===== config.mk =====
export PLATFORM = sky130hd
export DESIGN_NAME = pkt_rr_arbiter
export DESIGN_NICKNAME = d
export VERILOG_FILES = /design/src/rtl/pkt_rr_arbiter.sv
export SDC_FILE = /design/constraint.sdc
export NUM_CORES = 1
export LEC_CHECK = 0
export BUFFER_PORTS_ARGS = -buffer_cell sky130_fd_sc_hd__buf_2
export CAP_MARGIN = 20
export CORE_AREA = 2 2 511 513
export DETAILED_ROUTE_END_ITERATION = 8
export DIE_AREA = 0 0 513 515
export SLEW_MARGIN = 20
export SYNTH_ARGS = -nofsm -noshare
export SYNTH_HDL_FRONTEND = slang
export SYNTH_SLANG_ARGS = --single-unit

===== constraint.sdc =====
create_clock -name clk -period 3 [get_ports clk]
set_clock_uncertainty 0.1 [all_clocks]
set_input_delay 0.15 -clock clk [delete_from_list [all_inputs] [get_ports clk]]
set_output_delay 0.15 -clock clk [all_outputs]
set_load 0.05 [all_outputs]

===== src/rtl/pkt_rr_arbiter.sv =====
// Two-input AXI-Stream packet arbiter: round-robin grant per packet, registered
// output slice, and per-requester forwarded-packet counters.
module pkt_rr_arbiter #(
    parameter int C_S_AXIS_DATA_WIDTH  = 256,
    parameter int C_S_AXIS_TUSER_WIDTH = 128
) (
    input  logic                                 clk,
    input  logic                                 aresetn,

    input  logic [C_S_AXIS_DATA_WIDTH-1:0]       s0_axis_tdata,
    input  logic [C_S_AXIS_DATA_WIDTH/8-1:0]     s0_axis_tkeep,
    input  logic [C_S_AXIS_TUSER_WIDTH-1:0]      s0_axis_tuser,
    input  logic                                 s0_axis_tvalid,
    input  logic                                 s0_axis_tlast,
    output logic                                 s0_axis_tready,

    input  logic [C_S_AXIS_DATA_WIDTH-1:0]       s1_axis_tdata,
    input  logic [C_S_AXIS_DATA_WIDTH/8-1:0]     s1_axis_tkeep,
    input  logic [C_S_AXIS_TUSER_WIDTH-1:0]      s1_axis_tuser,
    input  logic                                 s1_axis_tvalid,
    input  logic                                 s1_axis_tlast,
    output logic                                 s1_axis_tready,

    output logic [C_S_AXIS_DATA_WIDTH-1:0]       m_axis_tdata,
    output logic [C_S_AXIS_DATA_WIDTH/8-1:0]     m_axis_tkeep,
    output logic [C_S_AXIS_TUSER_WIDTH-1:0]      m_axis_tuser,
    output logic                                 m_axis_tvalid,
    output logic                                 m_axis_tlast,
    input  logic                                 m_axis_tready,

    output logic [31:0]                          pkt_cnt0,
    output logic [31:0]                          pkt_cnt1
);

    localparam int DW = C_S_AXIS_DATA_WIDTH;
    localparam int KW = C_S_AXIS_DATA_WIDTH / 8;
    localparam int UW = C_S_AXIS_TUSER_WIDTH;

    typedef enum logic [1:0] {
        IDLE   = 2'd0,
        GRANT0 = 2'd1,
        GRANT1 = 2'd2
    } state_t;

    state_t          state_reg, state_next;
    logic            last_grant_reg, last_grant_next;

    logic [DW-1:0]   m_tdata_reg, m_tdata_next;
    logic [KW-1:0]   m_tkeep_reg, m_tkeep_next;
    logic [UW-1:0]   m_tuser_reg, m_tuser_next;
    logic            m_tvalid_reg, m_tvalid_next;
    logic            m_tlast_reg, m_tlast_next;

    logic [31:0]     pkt_cnt0_reg, pkt_cnt0_next;
    logic [31:0]     pkt_cnt1_reg, pkt_cnt1_next;

    // Requester views gathered into arrays so the grant logic is per-index
    logic [1:0]      req_valid;
    logic [1:0]      req_last;
    logic [1:0]      req_ready;
    logic [1:0]      req_xfer;
    logic [1:0]      grant_onehot;
    logic [DW-1:0]   req_data [2];
    logic [KW-1:0]   req_keep [2];
    logic [UW-1:0]   req_user [2];

    logic            out_free;
    logic            sel;
    logic            in_xfer;
    logic            in_last;

    assign req_valid = {s1_axis_tvalid, s0_axis_tvalid};
    assign req_last  = {s1_axis_tlast,  s0_axis_tlast};
    assign req_data[0] = s0_axis_tdata;
    assign req_data[1] = s1_axis_tdata;
    assign req_keep[0] = s0_axis_tkeep;
    assign req_keep[1] = s1_axis_tkeep;
    assign req_user[0] = s0_axis_tuser;
    assign req_user[1] = s1_axis_tuser;

    // Output slot can take a beat when empty or draining this cycle
    assign out_free     = ~m_tvalid_reg | m_axis_tready;
    assign grant_onehot = {state_reg == GRANT1, state_reg == GRANT0};

    generate
        for (genvar gi = 0; gi < 2; gi++) begin : g_req
            assign req_ready[gi] = grant_onehot[gi] & out_free;
            assign req_xfer[gi]  = req_ready[gi] & req_valid[gi];
        end
    endgenerate

    assign s0_axis_tready = req_ready[0];
    assign s1_axis_tready = req_ready[1];

    assign sel     = (state_reg == GRANT1);
    assign in_xfer = |req_xfer;
    assign in_last = req_last[sel];

    // Grant FSM: IDLE always costs one cycle, even with a requester waiting
    always_comb begin
        state_next      = state_reg;
        last_grant_next = last_grant_reg;
        case (state_reg)
            IDLE: begin
                if (&req_valid)
                    state_next = last_grant_reg ? GRANT0 : GRANT1;
                else if (req_valid[0])
                    state_next = GRANT0;
                else if (req_valid[1])
                    state_next = GRANT1;
            end
            GRANT0: begin
                if (req_xfer[0] && req_last[0]) begin
                    state_next      = IDLE;
                    last_grant_next = 1'b0;
                end
            end
            GRANT1: begin
                if (req_xfer[1] && req_last[1]) begin
                    state_next      = IDLE;
                    last_grant_next = 1'b1;
                end
            end
            default: state_next = IDLE;
        endcase
    end

    // Output register slice; data fields simply hold once the beat drains
    always_comb begin
        m_tdata_next  = m_tdata_reg;
        m_tkeep_next  = m_tkeep_reg;
        m_tuser_next  = m_tuser_reg;
        m_tlast_next  = m_tlast_reg;
        m_tvalid_next = m_tvalid_reg;
        if (in_xfer) begin
            m_tdata_next  = req_data[sel];
            m_tkeep_next  = req_keep[sel];
            m_tuser_next  = req_user[sel];
            m_tlast_next  = in_last;
            m_tvalid_next = 1'b1;
        end else if (m_axis_tready) begin
            m_tvalid_next = 1'b0;
        end
    end

    always_comb begin
        pkt_cnt0_next = pkt_cnt0_reg + {31'd0, req_xfer[0] & req_last[0]};
        pkt_cnt1_next = pkt_cnt1_reg + {31'd0, req_xfer[1] & req_last[1]};
    end

    always_ff @(posedge clk or negedge aresetn) begin
        if (!aresetn) begin
            state_reg      <= IDLE;
            last_grant_reg <= 1'b1;
            m_tdata_reg    <= '0;
            m_tkeep_reg    <= '0;
            m_tuser_reg    <= '0;
            m_tvalid_reg   <= 1'b0;
            m_tlast_reg    <= 1'b0;
            pkt_cnt0_reg   <= '0;
            pkt_cnt1_reg   <= '0;
        end else begin
            state_reg      <= state_next;
            last_grant_reg <= last_grant_next;
            m_tdata_reg    <= m_tdata_next;
            m_tkeep_reg    <= m_tkeep_next;
            m_tuser_reg    <= m_tuser_next;
            m_tvalid_reg   <= m_tvalid_next;
            m_tlast_reg    <= m_tlast_next;
            pkt_cnt0_reg   <= pkt_cnt0_next;
            pkt_cnt1_reg   <= pkt_cnt1_next;
        end
    end

    assign m_axis_tdata  = m_tdata_reg;
    assign m_axis_tkeep  = m_tkeep_reg;
    assign m_axis_tuser  = m_tuser_reg;
    assign m_axis_tvalid = m_tvalid_reg;
    assign m_axis_tlast  = m_tlast_reg;
    assign pkt_cnt0      = pkt_cnt0_reg;
    assign pkt_cnt1      = pkt_cnt1_reg;

endmodule


# == Word-level counts from Yosys, hierarchy flattened ==
# Index checks and enable logic that the tools add are counted.
# word_totals
regBits,485
latch_bits,0
mem_bits_rw,0
mem_bits_ro,0
out_inout_bits,484
wordCells,59
memories,0
# op_classes
addsub,2
mul,0
div,0
order_cmp,2
eq_ne,5
n_shift,0
mux,23
bitwise,9
reduce_logical,9
# ops
op,n
two-way mux 256 bit,3
two-way mux 128 bit,3
two-way mux 32 bit,3
adder 32 x 1 -> 32 bit,2
two-way mux 2 bit,6
bitwise AND 1 bit,6
two-way mux 1 bit,6
case mux 2 bit (3 select lines),1
AND reduction 3 bit,2
!= test 2 x 1 -> 1 bit (second input constant),2
!= test 4 bit (second input constant),1
nonzero test 2 bit,2
== test 2 x 1 -> 1 bit (second input constant),1
== test 2 bit (second input constant),1
>= comparator 2 bit (second input constant),1
logical AND 1 bit,2
zero test 2 bit,1
< comparator 1 x 2 -> 1 bit (second input constant),1
inverter 1 -> 2 bit,1
case mux 1 bit (2 select lines),1
AND reduction 2 bit,1
OR reduction 2 bit,1
inverter 1 bit,1
OR 1 bit,1

# == Longest topological paths before layout ==
# logic_depth
ltp_word,7
mapped_depth,10
mapped_depth_nobuf,9

# == Worst setup path after synthesis ==
# No wires, ideal clock.
# synth_path
kind,register to register
startpoint,register state_reg[1]
endpoint,"register pkt_cnt1_reg[26], in the netlist pkt_cnt1[26]"
setup_ps,142
t_arrival_ps,2505
slack_ps,253
stages_incl_launch_ff,11
cell_sequence,dfrtp_1 -> nor2b_1 -> clkbuf_1 -> nand4_1 -> inv_1 -> ha_1 -> ha_1 -> nand4_1 -> nor4_2 -> nand4_1 -> xnor2_1
# synth_between
elab_chain_len,5
# synth_lines
item,line_no,source
"start, declared",45,"state_t state_reg, state_next;"
"start signal, assigned",163,state_reg <= state_next;
== test 2 bit,83,"assign grant_onehot = {state_reg == GRANT1, state_reg == GRANT0};"
bitwise AND 1 bit,87,assign req_ready[gi] = grant_onehot[gi] & out_free;
bitwise AND 1 bit,88,assign req_xfer[gi] = req_ready[gi] & req_valid[gi];
bitwise AND 1 bit,148,"pkt_cnt1_next = pkt_cnt1_reg + {31'd0, req_xfer[1] & req_last[1]};"
adder 32 x 1 -> 32 bit,148,
via pkt_cnt1_next[26],55,"logic [31:0] pkt_cnt1_reg, pkt_cnt1_next;"
"end signal, assigned",171,pkt_cnt1_reg <= pkt_cnt1_next;
"end, declared",55,
# The timed path passes the listed nets, and every way through them passes these cells.
# A chain may end at the register's enable or synchronous reset.

# == Worst setup path after layout ==
# layout_path
startpoint,register state_reg[1]
endpoint,"register m_tdata_reg[91], in the netlist m_axis_tdata[91]"
# layout_between
elab_chain_len,5
elab_cells_between_ends,11
# layout_lines
item,line_no,source
== test 2 bit,"83, 95",
inverter 1 -> 2 bit (implied by the code),136,m_tdata_next = req_data[sel];
two-way mux 256 bit (implied by the code) (3 in series),136,
"end signal, assigned",165,m_tdata_reg <= m_tdata_next;
"end, declared",48,"logic [DW-1:0] m_tdata_reg, m_tdata_next;"
# Parallel ways exist; a longest one is shown, timed or not. The select of a mux whose other input is x is not followed.

==> impl_metrics.toml <==
[synthesis]
yosysSeqAreaShare_pct = 56.16
yosysUniqueCellTypes = 33
synth-edff-count = 0
synth_ff_type = "dfrtp_1"
synth_top_area_share_pct = 56.03
synthCells = 2555
yosysMostFrequentCell = "nand2_1"
synth_area_um2 = 21610
synth_area_leaders = "dfrtp_1, nand2_1, a31oi_1, nor2_1, clkbuf_1"
syn-num-nets = 3400
avgSynthCellArea_um2 = 8.460
synth_top_cells_by_count = "nand2_1, dfrtp_1, nor2_1, a31oi_1, clkbuf_1"
yosys.area.top_type = "dfrtp_1"
ys_seq_elements = 485
yosysWarnings = 0
async_flop_share_pct = 100.0

[floorplan]
core_area_um2 = 258500
dieArea_um2 = 264200
fp.dieW_um = 513
initial_core_util_pct = 8.360
fp-row-count = 187
pin_count = 1323
die_y_um = 515

[global_routing]
grt_max_degree = 136
grt_antenna_before_repair = 297
grt_overflow = 0
grt_usage_pct = 15.17
first_global_vias = 28753
grt_pass1_wl_mm = 266.9

[sta]
max_slew_margin_pct = 20.19
fin_crit_ns = 2.929
whs_ns = 0.07043
finalSetupViolCount = 0
rsz0062_at_grt = "no"
setup_tns_ns = 0
post-route-period-util_pct = 97.63
drv_slew = 0
tightest_slew_ns = 1.197
finalHoldViolCount = 0
fmax_mhz = 341.4

[placed_design]
placed_cells = 7163
portBuffers = 1322
dp.final_hpwl_mm = 173.8
gp_congestion = 0.9552
postPlaceCellArea_um2 = 32580

[setup_path]
cp.required_ns = 3.56
critical_path_class = "reg -> reg"
start_kind = "flip-flop"
crit_path_max_fanout = 136
end_kind = "flip-flop"
arrival_ns = 3.49

[finish]
nets = 5513
stdcell_count = 8244
largest_reg_flops = 256
drive_gt1_share_pct = 31.83
design_area_um2 = 43390
area_growth_pct = 100.8
nFillCells = 29089

[pwr]
p_leak_uw = 0.01908
vdd_drop_max_v = 0.0007011
fin_total_pwr_uw = 52040
p_per_area_nw_per_um2 = 1199

[drt]
top_layer = "met5"
first_pass_iters = 6
routedWlPerCell_um = 25.45
drc = 0
wl_met3_mm = 35.38
met2_length_mm = 83.83
drt_iter0_markers = 2353
avgViaCountPerCell = 3.602
wirelength_met1_mm = 74.87
ant_nets = 0
vias = 29692
routed_wl_mm = 209.8

[clock_network]
cts_tree = "done"
cts-root-buf = "clkbuf_16"
cts_buffer_depth = 3
clk-insertion-delay-late_ns = 0.72
clock_sinks = 485
htree_levels = 2
clk_pin_slew_ns = 0.07
cts_buffers = 61

[run]
max-cap-violations = 0

[run_status]
run_status = "finished clean"

[min_path]
hp-class = "in -> async"
==> where the power goes <==
group,leakage (uW),total [uW],internal (uW),switching [uW]
logic,0.0126,33000,10900,22200
clock network,0.000971,7750,4380,3370
registers,0.00555,11300,9520,1750
total,0.0191,52000,24800,27300
==> per-stage QoR <==
| step | setup WS [ns] | utilization, % |
|---|---|---|
| 3_5_place_dp | 0.3130 | 12.60 |
| 4_1_cts | 0.09517 | 16.65 |
| 6_report | 0.07114 | 16.78 |
| 2_1_floorplan | 0.2530 | - |
| 3_3_place_gp | 0.3295 | 12.60 |
| 5_1_grt | 0.0002993 | 16.72 |
==> timing repair <==
| action | in CTS | in global routing |
|---|---|---|
| buffers inserted | 0 | 1 |
| gates resized for setup | 0 | 1 |
| endpoints found under the hold margin | 908 | 0 |
| setup endpoints to repair | 0 | 109 |
| hold buffers | 843 | 0 |
==> layout make-up <==
class | instances | area, um^2 | share of cell area, %
clock inverters | 24 | 305.3 | 0.7036
diodes | 129 | 322.8 | 0.7439
repair buffers | 2239 | 15930 | 36.72
inverters | 10 | 37.54 | 0.08650
flip-flops and latches | 485 | 12140 | 27.97
clock buffers | 84 | 1703 | 3.924
multi-input cells | 1871 | 8697 | 20.04
well taps | 3402 | 4257 | 9.809
==> cells by family after synthesis <==
| logic type | share of synthesized area (%) |
|---|---|
| XOR/XNOR | 2.431 |
| flip-flops | 56.16 |
| buffers and inverters | 3.728 |
| AO/OA/AOI/OAI | 12.14 |
| adder cells (fa/ha/maj) | 0.3473 |
| AND/OR/NAND/NOR | 25.19 |
==> worst max-delay path: stages (launching register included) <==
cell           delay, ns
dfrtp_1             0.50
nor2b_4             0.23
buf_12              0.22
buf_12              0.30
nand2_1             0.19
a31oi_1             0.20
dlygate4sd3_1       0.56
==> path summary, 6_finish.rpt <==
check                                  start                 to  slack, ns  cells past startpoint
min in group clk           s1_axis_tdata[53]   m_axis_tdata[53]       0.12                      4
max                             state_reg[1]   m_axis_tdata[91]       0.07                      6
max reg2reg                     state_reg[1]   m_axis_tdata[91]       0.07                      6
min reg2reg                     pkt_cnt0[31]       pkt_cnt0[31]       0.38                      1
max in group asynchronous            aresetn   m_axis_tdata[62]       2.13                      4
min                                  aresetn  m_axis_tdata[255]       0.07                      3
==> layer usage <==
layer  vias up  GRT usage (%)
met1     13804          16.42
met4       226          8.479
met2      1914          21.68
met5         -              0
met3       767          10.62
li1      12981              -
==> placed cells by master (no fill, tap or decap), types with 2 or more instances in the layout <==
cell	count
buf_2	1321
nand2_1	855
dlygate4sd3_1	842
dfrtp_1	484
nor2_1	428
a31oi_1	416
diode_2	129
clkbuf_16	61
buf_4	51
xnor2_1	37
nand3_1	30
xor2_1	23
buf_12	22
nand4_1	20
nor3_1	14
clkbuf_1	14
inv_1	10
nor4_1	9
clkbuf_8	9
and3_1	8
ha_1	6
clkinv_2	6
bufinv_16	5
clkinvlp_4	5
nand3b_1	4
inv_6	4
and2_1	2
and4_1	2
nand2b_1	2
a21oi_1	2
clkinv_8	2
buf_16	2
(Power assumes the default switching activity.)
